`src/rtl/lfsr_pkg.sv`:
```
// Shared constants and next-state function for the 4-bit Fibonacci LFSR.
package lfsr_pkg;

  localparam int unsigned LFSR_W = 4;
  localparam logic [LFSR_W-1:0] LFSR_DEFAULT_SEED = 4'b0001;

  typedef logic [LFSR_W-1:0] lfsr_state_t;

  // Taps x^4 + x^3 + 1 in right-shift form: feedback enters the MSB.
  function automatic lfsr_state_t lfsr_next(input lfsr_state_t state);
    return {state[1] ^ state[0], state[3:1]};
  endfunction

endpackage

```
`src/rtl/lfsr4.sv`:
```
// Free-running 4-bit maximal-length LFSR; period 15 from any non-zero state.
module lfsr4
  import lfsr_pkg::*;
#(
  parameter logic [3:0] SEED = LFSR_DEFAULT_SEED
) (
  input  logic       clk,
  input  logic       reset,
  output logic [3:0] data_out
);

  if (SEED == '0) begin : g_bad_seed
    $error("lfsr4: SEED must be non-zero");
  end

  lfsr_state_t s_q;
  lfsr_state_t s_d;

  // An all-zero state is a fixed point of the shift, so it reloads SEED.
  always_comb begin
    s_d = lfsr_next(s_q);
    if (reset || (s_q == '0)) begin
      s_d = SEED;
    end
  end

  always_ff @(posedge clk) begin
    s_q <= s_d;
  end

  assign data_out = s_q;

endmodule

```
`config.mk`:
```
export PLATFORM = sky130hd
export DESIGN_NAME = lfsr4
export DESIGN_NICKNAME = d
export VERILOG_FILES = /design/src/rtl/lfsr_pkg.sv /design/src/rtl/lfsr4.sv
export SDC_FILE = /design/constraint.sdc
export NUM_CORES = 1
export LEC_CHECK = 0
export ABC_AREA = 1
export BUFFER_PORTS_ARGS = -buffer_cell sky130_fd_sc_hd__buf_2
export CORE_AREA = 3 3 40 42
export DETAILED_ROUTE_END_ITERATION = 7
export DIE_AREA = 0 0 43 45
export GPL_ROUTABILITY_DRIVEN = 0
export PLACE_DENSITY = 0.38
export SYNTH_ARGS = -nofsm -noshare
export SYNTH_HDL_FRONTEND = slang
export SYNTH_SLANG_ARGS = --single-unit
```
`constraint.sdc`:
```
create_clock -name clk -period 0.9 [get_ports clk]
set_input_delay 0.09 -clock clk [delete_from_list [all_inputs] [get_ports clk]]
set_output_delay 0.09 -clock clk [all_outputs]
set_load 0.1 [all_outputs]
```
# Yosys cells after proc, flatten, opt, wreduce, memory -nomap -nowiden
# Cells that the tools add are included.
# Widths: inputs -> output; s select.
# totals
regBits	4
latchBits	0
ramBits	0
rom_bits	0
out_inout_bits	4
memories	0
# classes
add_sub_neg	0
n_mul	0
n_div	0
n_lt_le_gt_ge	0
eq_ne	0
n_shift	0
muxes	0
bitwise_logic	1
reduce_logical	2
# op_table
op	count
$logic_not 4->1	1
$logic_or 1x1->1	1
$xor 1x1->1	1

# Longest topological paths before layout
# logic_depth
depth_word	2
ltp_mapped	5

# Worst setup path after synthesis
# Ideal clock, no wire load.
# synth_timing
path_kind	register to register
start	reg s_q[1], in the netlist data_out[1]
end	reg s_q[3], in the netlist data_out[3]
setup_time_ns	0.110
t_arrival_ns	1.441
required_time_ns	0.790
path_slack_ns	-0.651
path_stages_with_launch	5
synth_period_minus_slack_ns	1.551
path_cell_list	dfxtp_1 > inv_1 > ha_1 > inv_1 > nor2_1
# synth_via
elab_chain_len	2
# synth_lines
element	line	source
start: declaration	lfsr4.sv:16	lfsr_state_t s_q;
start signal: assignment	lfsr4.sv:28	s_q <= s_d;
$logic_not 4->1	lfsr4.sv:22	if (reset || (s_q == '0)) begin
$logic_or 1x1->1	lfsr4.sv:22	
# Parallel ways exist; a longest one is shown, timed or not.
# A chain may end at the register's enable or synchronous reset.

# Final worst setup path
# layout_timing
start	reg s_q[1], in the netlist data_out[1]
end	out data_out[1]
# layout_rtl
element	line	source
end: declaration	lfsr4.sv:9	output logic [3:0] data_out
# No word-level cell between the ends.

==> summary.md <==
| Metric | Value |
|---|---|
| I/O Pins | 6 |
| Setup TNS | 0 ns |
| Post-layout min period | 0.8604 ns |
| Power Density | about 2300 mW/mm^2 |
| Crit path kind | register to primary output |
| Vias post-DR | between 100 and 150 |
| Layout Cells excl Fill | 41 |
| Adder-Cell Fraction of Synth Area | 8.475% |
| H-tree levels | 1 |
| CP Launch Type | register |
| Multiplexer area fraction after synthesis | 0% |
| Clock sinks | 4 |
| Worst-path clk slew | about 0.04 ns |
| RR Startpoint | data_out[1]$_SDFF_PP0_ |
| Root Buffer | clkbuf_4 |
| First-pass DRT Iterations | 2 |
| Final Skew | 0.003491 ns |
| Initial antenna violation count | 0 |
| Fillers | 139 |
| Leak pwr | 0.1329 nW |
| Fmax | 1162 MHz |
| Core footprint | 0.001285 mm^2 |
| Endpoints failing hold | 0 |
| Max_cap viols | 0 |
| Global route overflow | 0 |
| Via density | 3.098 |
| DIE WIDTH | 43 um |
| Placed Cells | 38 |
| Slew Limit Headroom | 91.24% |
| CP Max Fanout | 2 |
| R2R depth | 5 |
| Hold Path Class | input port to register |
| Synth Area in XOR/XNOR | 0% |
| Synth Register Bits | 4 |
| Critical R2R Capture | data_out[3]$_SDFF_PP0_ |
| Synth Area in Compound Gates | 0% |
| Worst path cell trace | buf_12 |
| Starting Density | 11.49% |
| CTS Hold Bufs | 0 |
| CP Data Required Time | 0.81 ns |
| Syn Std Cell Area | 147.6 um^2 |
| Finished Core Util | 23.66% |
| Worst path max stage delay | about 0.36 ns |
| Die Y | 45 um |
| Net Count, Synth | 21 |
| Commonest non-fill, non-tap cells in the layout | 4 x inv_1, 4 x nor2_1, 4 x dfxtp_4, 4 x buf_12, 3 x clkbuf_4 |
| Avg Inst Size Synth | 8.202 um^2 |
| Mapped Cells | 18 |
| Nets | 31 |
| Max VDD drop | 957.0 uV |
| Num CTS Buffers | 3 |
| CP max-delay cell | dfxtp_4 |
| GRT Total Usage | 4.746% |
| Post-CTS sizing | 0 |
| Remaining DRCs | 0 |
| Max-slew violation count | 0 |
| Yosys cell types | 6 |
| RSZ-0062 raised after global routing | false |
| Tot Pwr | 712.6 uW |
| Tcrit/Tclk final | a little over nine tenths |
| FF-to-FF setup slack | 0.06 ns |
| CP bufs+invs | 1 |
| Full die area | 0.001935 mm^2 |
| Storage element area | approximately 95 um^2 |
| CTS tree | done |
| Top delay family on crit path | flip-flops |
| Post-synthesis sequential area ratio | 54.24% |
| Drt wl/cell | 6.805 um |
| Initial DRC Count | 7 |
| Final setup fails | 0 |
| Final WL | between 200 and 300 um |
| Worst Hold Depth | 3 |
| Share of cells above drive strength 1 | approximately two thirds |
| Synth Warn # | 0 |
| Stages on worst setup path | 1 |
| Bufs on Longest Clock Path | 2 |
| Hold_sp | reset |
| Layout Area Growth over Synthesis | 105.9% |
| Clk Latency, worst-skew pair | 0.24 ns |
| Multi-input gate area | 57.56 um^2 |
| Actual slew at the worst max-slew pin | 0.1309 ns |
| Routed Antenna Nets | 0 |
| Max FFs per register | 4 |
| Vias in the first global route | 144 |
| Status | finished, final reports clean |
| Largest net degree at the start of global routing | 4 |
| Crit path capture type | primary output |
| Postcts setup bufs | 0 |
| Area after DPL | around 280 um^2 |
| Simple-Gate Fraction of Synth Area | 22.03% |
| FP Rows | 13 |
| Data arrival time of the worst path | 0.77 ns |
| Design area | slightly above 300 um^2 |
| Port Buffers | 5 |
| Largest family of logic cells by synthesized area | simple AND/OR/NAND/NOR gates |
| First-pass GRT wire length | 552 um |
| Hold path endpoint | data_out[0]$_SDFF_PP1_ |
| Diode count | 0 |
routing by layer:
metal  share of wire (%)  wire length [um]  up-vias  GRT usage [%]
li1                    -                 -       67              -
met3                  20                56        0          7.171
met1                  51               142       50          4.578
met5                   0                 0        -              0
met4                   0                 0        0          1.807
met2                  29                80       10          5.090
worst max path at each step:
stage | from | to | slack [ns]
floorplan | data_out[0]$_SDFF_PP1_ | data_out[3]$_SDFF_PP0_ | -0.11
global placement | data_out[1]$_SDFF_PP0_ | data_out[3]$_SDFF_PP0_ | 0.08
detailed placement | data_out[1]$_SDFF_PP0_ | data_out[3]$_SDFF_PP0_ | 0.07
CTS | data_out[1]$_SDFF_PP0_ | data_out[1] | 0.03
global route | data_out[1]$_SDFF_PP0_ | data_out[2]$_SDFF_PP0_ | 0.005
finish | data_out[1]$_SDFF_PP0_ | data_out[1] | 0.04
power by group:
| group | switching, mW | total (mW) | leakage (nW) | internal (mW) |
|---|---|---|---|---|
| logic | 0.172 | 0.267 | 0.0838 | 0.0949 |
| clock network | 0.0739 | 0.223 | 0.0138 | 0.149 |
| registers | 0.0238 | 0.223 | 0.0353 | 0.199 |
| total | 0.270 | 0.713 | 0.133 | 0.443 |
metrics by stage:
stage | setup slack (ns) | hold slack, ns
3_3_place_gp | 0.07869 | 0.3149
3_5_place_dp | 0.06645 | 0.3229
6_report | 0.03956 | 0.08170
2_1_floorplan | -0.1092 | 0.2197
4_1_cts | 0.02756 | 0.07606
5_1_grt | 0.005499 | 0.08189
Yosys cell counts (all sizes together):
cell type / count / area (um^2)
ha: 1 / 12.51
inv: 6 / 22.52
nand3: 1 / 5.000
nor2: 4 / 15.01
nand2: 2 / 12.51
dfxtp: 4 / 80.08
cell type report:
cell class                 count  area share, %
inverter                       6          8.230
tap                           15          6.173
timing repair buffer           5          27.98
sequential                     4          31.28
multi-input combinational      8          18.93
clock buffer                   3          7.407
cells by family after synthesis:
| group | count (synthesis) |
|---|---|
| AND/OR/NAND/NOR | 7 |
| flip-flops | 4 |
| buffers and inverters | 6 |
| adder cells (fa/ha/maj) | 1 |
Power figures use the tool's default switching activity.
